<file path="src/rtl/zeroriscy_dslv_pkg.sv">
// Shared types and constants for the data-side slave decoder/multiplexer.
package zeroriscy_dslv_pkg;

  localparam int unsigned BUS_W = 32;
  localparam int unsigned BE_W  = 4;

  // Default slave regions on the data slave port
  localparam logic [BUS_W-1:0] SLV0_BASE = 32'h8010_0000;
  localparam logic [BUS_W-1:0] SLV1_BASE = 32'h8018_0000;
  localparam logic [BUS_W-1:0] SLV_MASK  = 32'hFFF8_0000;

  // Kind of target selected by the address decode
  typedef enum logic [1:0] {
    TGT_SRAM = 2'd0,
    TGT_HS   = 2'd1,
    TGT_ERR  = 2'd2
  } tgt_kind_e;

  // Request payload broadcast to every slave
  typedef struct packed {
    logic             we;
    logic [BE_W-1:0]  be;
    logic [BUS_W-1:0] addr;
    logic [BUS_W-1:0] wdata;
  } dslv_req_t;

  // Width of a target ID: slaves 0..nslv-1 plus the error target
  function automatic int unsigned id_w(input int unsigned nslv);
    return (nslv < 1) ? 1 : $clog2(nslv + 1);
  endfunction

  // ID of the decode-error target
  function automatic int unsigned err_id(input int unsigned nslv);
    return nslv;
  endfunction

endpackage

</file>
<file path="src/rtl/zeroriscy_id_fifo.sv">
// Synchronous FIFO of target IDs for outstanding transactions, head visible combinationally.
module zeroriscy_id_fifo #(
  parameter int unsigned DEPTH = 2,
  parameter int unsigned WIDTH = 3
) (
  input  logic                     clk,
  input  logic                     reset,
  input  logic                     i_push,
  input  logic                     i_pop,
  input  logic [WIDTH-1:0]         i_data,
  output logic [WIDTH-1:0]         o_head_c,
  output logic                     o_full_c,
  output logic                     o_empty_c,
  output logic [$clog2(DEPTH):0]   o_count
);

  localparam int unsigned PTR_W = (DEPTH < 2) ? 1 : $clog2(DEPTH);
  localparam int unsigned CNT_W = $clog2(DEPTH) + 1;

  logic [WIDTH-1:0] r_mem [DEPTH];
  logic [PTR_W-1:0] r_wr_ptr;
  logic [PTR_W-1:0] r_rd_ptr;
  logic [CNT_W-1:0] r_count;
  logic             w_push;
  logic             w_pop;

  assign o_full_c  = (r_count == CNT_W'(DEPTH));
  assign o_empty_c = (r_count == '0);
  assign o_count   = r_count;
  assign o_head_c  = r_mem[r_rd_ptr];

  // A push into a full FIFO or a pop from an empty one is dropped
  assign w_push = i_push & ~o_full_c;
  assign w_pop  = i_pop & ~o_empty_c;

  // Pointers and occupancy; depth is a power of two so pointers wrap naturally
  always_ff @(posedge clk) begin
    if (reset) begin
      r_wr_ptr <= '0;
      r_rd_ptr <= '0;
      r_count  <= '0;
    end else begin
      if (w_push) r_wr_ptr <= r_wr_ptr + PTR_W'(1);
      if (w_pop)  r_rd_ptr <= r_rd_ptr + PTR_W'(1);
      unique case ({w_push, w_pop})
        2'b10:   r_count <= r_count + CNT_W'(1);
        2'b01:   r_count <= r_count - CNT_W'(1);
        default: r_count <= r_count;
      endcase
    end
  end

  // Storage needs no reset: entries are only read while counted valid
  always_ff @(posedge clk) begin
    if (w_push) r_mem[r_wr_ptr] <= i_data;
  end

endmodule

</file>
<file path="src/rtl/zeroriscy_dslv_mux.sv">
// Data-slave decoder/multiplexer: decode, in-order outstanding tracking and rdata return.
module zeroriscy_dslv_mux
  import zeroriscy_dslv_pkg::*;
#(
  parameter int unsigned        NSLV     = 4,
  parameter int unsigned        OUTST    = 2,
  parameter logic [NSLV*32-1:0] BASE     = {NSLV{32'h0}},
  parameter logic [NSLV*32-1:0] MASK     = {NSLV{32'hFFF8_0000}},
  parameter logic [NSLV-1:0]    SRAM_SLV = {NSLV{1'b1}}
) (
  input  logic                 clk,
  input  logic                 reset,
  input  logic                 p_req,
  input  logic                 p_we,
  input  logic [3:0]           p_be,
  input  logic [31:0]          p_addr,
  input  logic [31:0]          p_wdata,
  output logic                 p_gnt,
  output logic                 p_rvalid,
  output logic [31:0]          p_rdata,
  output logic                 p_err,
  output logic [NSLV-1:0]      s_req,
  output logic                 s_we,
  output logic [3:0]           s_be,
  output logic [31:0]          s_addr,
  output logic [31:0]          s_wdata,
  input  logic [NSLV-1:0]      s_gnt,
  input  logic [NSLV-1:0]      s_rvalid,
  input  logic [NSLV*32-1:0]   s_rdata
);

  localparam int unsigned    ID_W   = id_w(NSLV);
  localparam int unsigned    CNT_W  = $clog2(OUTST) + 1;
  localparam logic [ID_W-1:0] ERR_ID = ID_W'(err_id(NSLV));

  dslv_req_t        w_bus;
  logic [ID_W-1:0]  w_tgt;
  tgt_kind_e        w_kind;
  logic             w_tgt_gnt;
  logic             w_room;
  logic             w_idle;
  logic             w_can;
  logic             w_push;
  logic             w_pop;
  logic [ID_W-1:0]  w_head;
  logic             w_full;
  logic             w_empty;
  logic [CNT_W-1:0] w_count;
  logic             w_head_rv;
  logic             w_head_err;
  logic [31:0]      w_head_rdata;

  logic [ID_W-1:0]  r_last_tgt;
  logic [NSLV-1:0]  r_rv_sram;
  logic             r_rv_err;

  // Broadcast request payload to all slaves
  assign w_bus   = '{we: p_we, be: p_be, addr: p_addr, wdata: p_wdata};
  assign s_we    = w_bus.we;
  assign s_be    = w_bus.be;
  assign s_addr  = w_bus.addr;
  assign s_wdata = w_bus.wdata;

  // Address decode: lowest-index hit wins, no hit selects the error target
  always_comb begin
    w_tgt = ERR_ID;
    for (int i = NSLV - 1; i >= 0; i--) begin
      if ((p_addr & MASK[32*i +: 32]) == BASE[32*i +: 32]) w_tgt = ID_W'(i);
    end
  end

  // Classify the decoded target and pick its grant line
  always_comb begin
    w_kind    = TGT_ERR;
    w_tgt_gnt = 1'b0;
    for (int i = 0; i < NSLV; i++) begin
      if (w_tgt == ID_W'(i)) begin
        w_kind    = SRAM_SLV[i] ? TGT_SRAM : TGT_HS;
        w_tgt_gnt = s_gnt[i];
      end
    end
  end

  // Only one target may be in flight at a time so responses return in order
  assign w_room = ~w_full;
  assign w_idle = (w_count == '0);
  assign w_can  = p_req & w_room & (w_idle | (w_tgt == r_last_tgt));

  // Grant and per-slave request, combinational from the incoming request
  always_comb begin
    s_req = '0;
    p_gnt = 1'b0;
    unique case (w_kind)
      TGT_SRAM: p_gnt = w_can;
      TGT_HS:   p_gnt = w_can & w_tgt_gnt;
      default:  p_gnt = w_can;
    endcase
    for (int i = 0; i < NSLV; i++) begin
      if (w_tgt == ID_W'(i)) s_req[i] = w_can;
    end
  end

  assign w_push = p_gnt;

  zeroriscy_id_fifo #(
    .DEPTH (OUTST),
    .WIDTH (ID_W)
  ) u_id_fifo (
    .clk       (clk),
    .reset     (reset),
    .i_push    (w_push),
    .i_pop     (w_pop),
    .i_data    (w_tgt),
    .o_head_c  (w_head),
    .o_full_c  (w_full),
    .o_empty_c (w_empty),
    .o_count   (w_count)
  );

  // Synthesised response valids for SRAM and error targets, plus last pushed target
  always_ff @(posedge clk) begin
    if (reset) begin
      r_rv_sram  <= '0;
      r_rv_err   <= 1'b0;
      r_last_tgt <= '0;
    end else begin
      r_rv_sram <= s_req & SRAM_SLV;
      r_rv_err  <= w_push & (w_tgt == ERR_ID);
      if (w_push) r_last_tgt <= w_tgt;
    end
  end

  // Response valid and data of the target at the FIFO head
  always_comb begin
    w_head_rv    = 1'b0;
    w_head_err   = 1'b0;
    w_head_rdata = '0;
    if (w_head == ERR_ID) begin
      w_head_rv  = r_rv_err;
      w_head_err = 1'b1;
    end
    for (int i = 0; i < NSLV; i++) begin
      if (w_head == ID_W'(i)) begin
        w_head_rv    = SRAM_SLV[i] ? r_rv_sram[i] : s_rvalid[i];
        w_head_rdata = s_rdata[32*i +: 32];
      end
    end
  end

  // Valids arriving with nothing outstanding or from a non-head slave are ignored
  assign w_pop    = ~w_empty & w_head_rv;
  assign p_rvalid = w_pop;
  assign p_err    = w_pop & w_head_err;
  assign p_rdata  = w_pop ? w_head_rdata : 32'h0;

endmodule

</file>
<file path="config.mk">
export PLATFORM = sky130hd
export DESIGN_NAME = zeroriscy_dslv_mux
export DESIGN_NICKNAME = d
export VERILOG_FILES = /design/src/rtl/zeroriscy_dslv_pkg.sv /design/src/rtl/zeroriscy_id_fifo.sv /design/src/rtl/zeroriscy_dslv_mux.sv
export SDC_FILE = /design/constraint.sdc
export NUM_CORES = 1
export LEC_CHECK = 0
export ABC_AREA = 1
export BUFFER_PORTS_ARGS = -buffer_cell sky130_fd_sc_hd__buf_2
export CAP_MARGIN = 20
export CORE_AREA = 4 4 121 123
export DETAILED_ROUTE_END_ITERATION = 12
export DIE_AREA = 0 0 125 127
export GPL_TIMING_DRIVEN = 1
export PLACE_DENSITY = 0.51
export SYNTH_ARGS = -nofsm -noshare
export SYNTH_HDL_FRONTEND = slang
export SYNTH_SLANG_ARGS = --single-unit
</file>
<file path="constraint.sdc">
create_clock -name clk -period 2.2 [get_ports clk]
set_input_delay 0.22 -clock clk [delete_from_list [all_inputs] [get_ports clk]]
set_output_delay 0.22 -clock clk [all_outputs]
set_load 0.005 [all_outputs]
</file>
== After elaboration in Yosys (flattened, before gate mapping) ==
Memories as Yosys holds them, arrays and structs flattened. A register that Yosys moved wholly into a read port is not among the register bits.
Index checks and enable logic that the tools add are counted.
Storage, ports and cells
  bits in registers: 12
  bits in writable memories: 6
  output and inout port bits: 108
  word-level logic and storage cells: 70
  memories: 1
Cells by class
  add/subtract/negate cells: 4
  eq/ne operators: 13
  muxes and demuxes: 30
  bitwise operators: 11
  reductions and logical operators: 5
Memories
  u_id_fifo.r_mem: depth 2, width 3, read ports 1, clocked after memory_dff 1, wr ports 1, line zeroriscy_id_fifo.sv:20  | logic [WIDTH-1:0] r_mem [DEPTH];
Operators by type and width (number)
  two-way mux 32 bit: 5
  zero test 32 bit: 1
  two-way mux 1 bit: 19
  equality test 3 x 2 -> 1 bit (second input constant): 4
  AND 1 bit: 8
  two-way mux 2 bit: 4
  equality test 3 x 1 -> 1 bit (second input constant): 2
  equality test 3 bit (second input constant): 2
  zero test 3 bit: 2
  equality test 2 x 1 -> 1 bit (second input constant): 2
  equality test 2 bit (second input constant): 2
  one-hot mux 2 bit (2 select lines): 1
  equality test 3 bit: 1
  two-way mux 3 bit: 1
  adder 1 bit (second input constant): 2
  adder 2 x 1 -> 2 bit (second input constant): 1
  zero test 2 bit: 1
  inverter 1 bit: 2
  nonzero test 2 bit: 1
  subtractor 2 x 1 -> 2 bit (second input constant): 1
  OR 1 bit: 1

== Logic depth before layout (Yosys ltp) ==
Gate-level depths: netlist of run 1.
  depth in word-level cells: 12
  mapped depth: 13
  mapped depth without buffers: 13

== By module ==
Synthesis of run 1 repeated with hierarchy kept, for this count alone.
Second synthesis, totals
  cells, all modules: 399
  area, all modules: 2583.7 sq um
Modules (own cells, without submodules)
  zeroriscy_dslv_mux: times used 1, cells each 350, area an instance 2107.0 sq um, seq. area each 60.1 sq um
  zeroriscy_id_fifo: times used 1, cells each 49, area an instance 476.7 sq um, seq. area each 280.3 sq um

== Worst setup path before layout of run 1 ==
Ideal clock, no wire load.
  path kind: register -> register
  start point: mem u_id_fifo.r_mem[1][2]
  end point: reg u_id_fifo.r_count[1], in the netlist u_id_fifo.o_count[1]
  arrival time: 1.664 ns
  setup slack: 0.467 ns
  stages on the path, launching flop included: 14
  path buffers: 1
  clock period less this slack: 1.733 ns
  path through: edfxtp_1 nand2_1 o21ai_2 o21bai_1 clkinv_1 nand2_2 inv_4 buf_6 ha_1 inv_1 nand2_1 nor2_1 o21ai_0 a21oi_1
RTL lines
  start, declared: line zeroriscy_id_fifo.sv:20
  end signal, assigned: line zeroriscy_id_fifo.sv:46  | 2'b10: r_count <= r_count + CNT_W'(1);
  end signal, assigned: line zeroriscy_id_fifo.sv:47  | 2'b01: r_count <= r_count - CNT_W'(1);
  end signal, assigned: line zeroriscy_id_fifo.sv:48  | default: r_count <= r_count;
  end, declared: line zeroriscy_id_fifo.sv:23  | logic [CNT_W-1:0] r_count;

== Worst setup path in the final report of run 1 ==
  start point: reg u_id_fifo.r_count[0], in the netlist u_id_fifo.o_count[0]
  end point: out p_rdata[0]
On the way
  word-level cells in the longest chain between the ends: 4
RTL lines
  zero test 2 bit: line zeroriscy_id_fifo.sv:28  | assign o_empty_c = (r_count == '0);
  inverter 1 bit: line zeroriscy_dslv_mux.sv:151  | assign w_pop = ~w_empty & w_head_rv;
  AND 1 bit: line zeroriscy_dslv_mux.sv:151
  two-way mux 32 bit: line zeroriscy_dslv_mux.sv:154  | assign p_rdata = w_pop ? w_head_rdata : 32'h0;
  end, declared: line zeroriscy_dslv_mux.sv:20  | output logic [31:0] p_rdata,
Every way passes these cells.

==> impl_metrics.ini, run 1 <==
[run_status]
status = finished, final reports clean

[layout]
final_layout_size_suffix_gt1_share_pct = 44.6
multiInputGateArea_sq_um = 475
nets = 450
syn2layout_area_growth_pct = 17.7
n_antenna_cell = 0
regArea_sq_um = 220
fillCellCount = 1645

[setup_path]
startpoint = u_id_fifo.o_count[0]$_SDFFE_PP0P_
end_kind = output pin
critPathTopFamily = buffers and inverters
cp_data_arrival_time_ns = 1.69
path_buf_inv = 4
startpoint_type = flop
cp.depth = 9
cp.required_ns = 1.98
cp_common_cell = nor2_1
slowest_delay_ns = 0.43
critPathKind = reg2out
crit_fanout = 34
crit_chain = nor2_1 > o21bai_1 > clkinv_1 > nand2_2 > inv_4 > buf_6 > nand2_1 > nor2_1 > buf_2
r2r_cells = 9
critPathSlowestCell = dfxtp_1
r2r_start = u_id_fifo.o_count[0]$_SDFFE_PP0P_

[drt]
firstDrtPassIters = 4
vias = 1223
viasPerCell = 2.91
drc_errors = 0
drt-initial-drc-count = 59
wl_microns = 3550
wire_per_inst_microns = 8.46
ant_nets = 0

[power_and_ir_drop]
finalPower_uw = 1030
p_per_area_mw_per_mm2 = 657
p_int_uw = 655
power_switching_uw = 375
combinationalPowerShare_pct = 40.2
vdd_ir_drop_max_v = 0.000458
sw_frac_of_total_pct = 36.4
pwr-share-seq_pct = 25.1
p_leak_uw = 0.000790
clockPowerShare_pct = 34.7

[sta]
rsz0062_at_grt = no
slew_viol_final = 0
finalSetupViolCount = 0
fmax_ghz = 0.524
final_hold_viol_count = 0
fin_ws_ns = 0.292
finalSetupTns_ns = 0
period_share_pct = 86.7
finClkSkew_ns = 0.00177
min_period_ns = 1.91

[cts]
cts.sinks = 10
cts_tree = yes
cts-resized-gates = 0
cts_setup_buffers = 0
root_buffer = clkbuf_16
insertion_delay_ns = 0.24
cts_max_level = 1
clk_path_buf_depth = 2
cts_hold_buf = 0
numCtsBuffers = 3
clk_pin_slew_ns = 0.04

[flow_run]
max_cap_viol_count = 0

[synth]
ys_top_cells_by_area = buf_4 (41%), nand2_1 (12%), nor2_1 (12%), dfxtp_1 (12%), edfxtp_1 (4.5%)
yosysTopAreaCellShare_pct = 40.6
synthTopCellsByCount = buf_4 (72), nand2_1 (44), nor2_1 (44)
async_flop_share_pct = 0
ys.flop_type = dfxtp_1
yosys_warnings = 0
ys_ff_latch = 10
synth_top_cell_by_area = buf_4
syn_avg_cell_area_sq_um = 6.23
synth_cell_types = 23
synth_edf_count = 2
synth_cells = 214
syn_area_sq_mm = 0.00133
yosys.cell_count.top_type = buf_4
yosysSeqAreaShare_pct = 16.5

[worst_hold_path]
hold_path_depth = 2
hold_class = in2reg
hp-start = reset

[grt]
grt_usage_pct = 4.03
grt_max_degree = 35
grt_overflow = 0
grt_pass1_vias = 1119
grt_pass1_wl_microns = 5310
antenna_found_initial = 0

[placed_design]
dp_slack_ns = 0.204
place_congestion = 0.716
portBuffers = 96
hpwl_microns = 2840

[floorplanning]
dieHeight_microns = 127
dieWidth_microns = 125
core_area_sq_mm = 0.0137
dieArea_sq_mm = 0.0159
std_cell_rows = 43
initial_core_util_pct = 9.75
ios = 316
==> routing by layer <==
metal | wire length, microns | part of all wire, % | GRT usage [%]
met3 | 415 | 12 | 1.25
met5 | 0 | 0 | 0
met4 | 221 | 6.2 | 3.32
met1 | 1270 | 36 | 4.24
met2 | 1650 | 46 | 6.64
==> worst register-to-register path: stages, from the launching register on <==
cell and delay [ns]:
dfxtp_1 0.43, inv_1 0.09, a21boi_1 0.30, nand2_2 0.16, ha_1 0.29, inv_1 0.09, nand2_1 0.06, nor2_1 0.11
o21ai_0 0.09, a21oi_1 0.11
==> layout by cell type, fill, tap and decap left out <==
master	netlist	final
edfxtp_1	2	2
clkbuf_8	0	1
conb_1	1	3
nor2_1	44	44
nor3_1	1	1
buf_4	72	1
nor2_2	1	1
buf_2	0	96
a21boi_1	1	1
o21ai_2	1	1
clkbuf_16	0	3
or2_1	1	1
nand2_2	2	2
inv_4	1	1
o211ai_1	1	1
a21oi_1	6	6
nand2_1	44	44
clkinv_1	1	1
o21ai_0	3	3
dfxtp_1	8	8
ha_1	1	1
nand3_1	3	3
o21bai_1	1	1
inv_1	13	13
buf_6	3	1
==> state kept, by name (all words and copies together) (netlist names), named ones only <==
register / cells
u_id_fifo.o_count: 2
r_rv_err: 1
r_rv_sram: 1
u_id_fifo.r_wr_ptr: 1
u_id_fifo.r_rd_ptr: 1
u_id_fifo.r_mem: 2
r_last_tgt: 1
==> area by class of cell <==
| class | count | share of cell area, % |
|---|---|---|
| repair buffers | 98 | 31.8 |
| well taps | 180 | 14.4 |
| inverters | 15 | 3.75 |
| clock buffers | 4 | 5.67 |
| multi-input cells | 113 | 30.3 |
| flip-flops and latches | 10 | 14.0 |
==> final timing paths <==
check	endpoint	slack (ns)
worst min-delay path	r_rv_sram[0]$_SDFF_PP0_	0.17
worst max register to register	u_id_fifo.o_count[1]$_SDFFE_PP0P_	0.40
worst min register to register	u_id_fifo.r_rd_ptr$_SDFFE_PP0P_	0.48
worst max-delay path	p_rdata[0]	0.29
==> power by group through the flow <==
stage | Sequential (uW) | Combinational (uW) | Clock, uW
2_1_floorplan | 254 | 402 | 0
4_1_cts | 259 | 421 | 371
3_5_place_dp | 262 | 420 | 0
5_1_grt | 266 | 491 | 374
3_3_place_gp | 261 | 419 | 0
6_report | 258 | 414 | 358
==> cell families after synthesis <==
family | share of synthesized area (%)
flops | 16.5
buf+inv | 48.4
other cells | 0.281
compound gates | 5.73
fa+ha+maj | 0.939
simple gates | 28.2
==> stage by stage <==
stage	area, sq um	instances	hold WS [ns]	utilization, %
5_1_grt	1570	420	0.170	11.5
3_5_place_dp	1480	416	0.412	10.8
3_3_place_gp	1480	416	0.417	10.8
6_report	1570	420	0.165	11.5
2_1_floorplan	1340	216	0.292	-
4_1_cts	1560	420	0.161	11.4
No activity file was read; power rests on OpenSTA's default activity.
==> inputs of run 2 (changes only) <==
Settings changed: ABC_AREA 1 to unset, CORE_AREA 4 4 121 123 to 4 4 120 122, DIE_AREA 0 0 125 127 to 0 0 124 126.
==> impl_metrics.ini, run 2 <==
[layout]
final_common_cell = buf_2
syn2layout_area_growth_pct = 19.0
final_layout_size_suffix_gt1_share_pct = 55.8
final_cell_mix = buf_2 (96), and2_1 (32), nor2_1 (11)
postLayoutCoreUtil_pct = 11.4
n_antenna_cell = 0
fillCellCount = 1519
nets = 400
final_area_sq_mm = 0.00151

[placed_design]
place_area_sq_mm = 0.00143
place_congestion = 0.711
portBuffers = 96
dp_slack_ns = -0.0255
hpwl_microns = 3920

[cts]
cts_hold_buf = 0
root_buffer = clkbuf_16
clk_path_buf_depth = 2
cts_max_level = 1
clk_pin_slew_ns = 0.04
cts_tree = yes
insertion_delay_ns = 0.23
cts.sinks = 10
numCtsBuffers = 3
cts_setup_buffers = 0

[power_and_ir_drop]
p_per_area_mw_per_mm2 = 576
finalPower_uw = 867
vdd_ir_drop_max_v = 0.000450
p_int_uw = 622
combinationalPowerShare_pct = 33.0
pwr-share-seq_pct = 30.2
sw_frac_of_total_pct = 28.3
p_leak_uw = 0.000768
clockPowerShare_pct = 36.8
power_switching_uw = 245

[run_status]
status = finished, final reports clean

[setup_path]
r2r_slack_ns = 0.30
startpoint_type = input pin
critPathKind = in2reg
slowest_delay_ns = 0.39
critPathSlowestCell = a221o_1
crit_chain = buf_2 > nor4_1 > nand2_1 > mux2i_1 > a221o_1 > ha_1 > or3_1 > a21oi_1
end_kind = flop
worstReg2RegEnd = u_id_fifo.o_count[1]$_SDFFE_PP0P_
cp_data_arrival_time_ns = 2.09
crit_fanout = 2
cp.required_ns = 2.37
r2r_cells = 6

[synth]
yosysSeqAreaShare_pct = 17.4
async_flop_share_pct = 0
synth_top_cell_by_area = buf_4
ys_top_cells_by_area = buf_4 (43%), and2_1 (16%), dfxtp_1 (13%), edfxtp_1 (4.7%), nor2_1 (3.3%)
ys_ff_latch = 10
synth_edf_count = 2
syn_area_sq_mm = 0.00126
synth_cells = 163
synthTopCellsByCount = buf_4 (72), and2_1 (32), nor2_1 (11)
ys.flop_type = dfxtp_1
yosys_warnings = 0
synth_cell_types = 29
syn_avg_cell_area_sq_um = 7.76
yosys.cell_count.top_type = buf_4
yosysTopAreaCellShare_pct = 42.7

[floorplanning]
std_cell_rows = 42
initial_core_util_pct = 9.59
ios = 316
dieHeight_microns = 126
dieWidth_microns = 124
core_area_sq_mm = 0.0132
dieArea_sq_mm = 0.0156

[sta]
min_period_ns = 1.92
fmax_ghz = 0.520
rsz0062_at_grt = no
period_share_pct = 87.4
final_hold_viol_count = 0
finClkSkew_ns = 0.00242
fin_ws_ns = 0.277
slew_viol_final = 0
finalSetupViolCount = 0

[drt]
wl_microns = 4360
vias = 1049
firstDrtPassIters = 4
drc_errors = 0
wire_per_inst_microns = 11.9
drt-initial-drc-count = 13
ant_nets = 0
viasPerCell = 2.87

[worst_hold_path]
min_to = r_last_tgt[2]$_SDFFE_PP0N_
hold_class = in2reg
hp-start = p_req
hold_path_depth = 2

[grt]
grt_pass1_wl_microns = 5620
grt_usage_pct = 4.92
grt_max_degree = 33
antenna_found_initial = 1
grt_overflow = 0
grt_pass1_vias = 990

[flow_run]
max_cap_viol_count = 0
-- run 2: changes by cell type in the layout (fill, tap and decap cells not counted), sizes merged, moves of 2 or more --
cell / change
mux2i: +3
o21ai: -2
nor4: +2
inv: -10
and2: +32
nand2: -44
nand3: -2
nor3: +3
xnor2: +2
a21oi: -4
nor2: -34
-- run 2: cell type report --
class,instances,area (sq um),area share [%]
Inverter,4,15.0,0.998
Tap cell,176,220,14.6
Sequential cell,10,220,14.6
Clock inverter,1,3.75,0.249
Clock buffer,3,75.1,4.99
Multi-Input combinational cell,73,468,31.1
Timing Repair Buffer,99,503,33.4
-- run 2: kinds of logic after synthesis --
logic type	Yosys count	synth area share (%)
buffers and inverters	82	46.3
and+or+nand+nor	55	25.7
DFF	10	17.4
AOI/OAI and AO/OA	7	3.66
muxes	4	3.56
xor gates and xnor gates	3	2.08
adders and majority gates	1	0.989
other	1	0.296
-- run 2: worst max-delay path by stage --
stage	start	endpoint	slack (ns)
2_1_floorplan	p_addr[27]	u_id_fifo.o_count[1]$_SDFFE_PP0P_	0.18
3_3_place_gp	p_addr[27]	u_id_fifo.o_count[1]$_SDFFE_PP0P_	0.04
3_5_place_dp	p_addr[27]	u_id_fifo.o_count[1]$_SDFFE_PP0P_	-0.03
4_1_cts	p_addr[27]	u_id_fifo.o_count[1]$_SDFFE_PP0P_	0.22
5_1_grt	flop	p_rdata[9]	0.12
6_report	p_addr[27]	u_id_fifo.o_count[1]$_SDFFE_PP0P_	0.28
-- run 2: through the flow --
stage               setup TNS, ns  instances  hold WS, ns
CTS                             0        366        0.217
global route                    0        366        0.230
global placement                0        362        0.440
finish                          0        366        0.226
detailed placement        -0.0255        362        0.440
floorplan                       0        165        0.330
-- run 2: worst max-delay path, delay by kind of cell --
kind                     cells  cell delay, ns
AO/OA/AOI/OAI                2            0.53
adder cells (fa/ha/maj)      1            0.30
buffers and inverters        1            0.10
multiplexers                 1            0.15
AND/OR/NAND/NOR              3            0.79
-- run 2: power by group through the flow --
stage	clock network (uW)	logic, uW	registers [uW]
2_1_floorplan	0	288	244
3_3_place_gp	0	282	262
4_1_cts	329	292	262
5_1_grt	336	321	267
6_report	319	286	262
3_5_place_dp	0	290	265
-- run 2: what timing repair did --
action | CTS | global route
resized for setup | 1 | 0
endpoints found under the hold margin | 0 | 0
setup endpoints to repair | 32 | 0
-- run 2: routing by layer --
layer	vias up	track usage [%]	routed length (microns)
met4	0	1.61	25
met1	462	3.39	1130
met3	6	7.49	1490
met2	93	7.00	1700
li1	488	-	-
met5	-	0	0
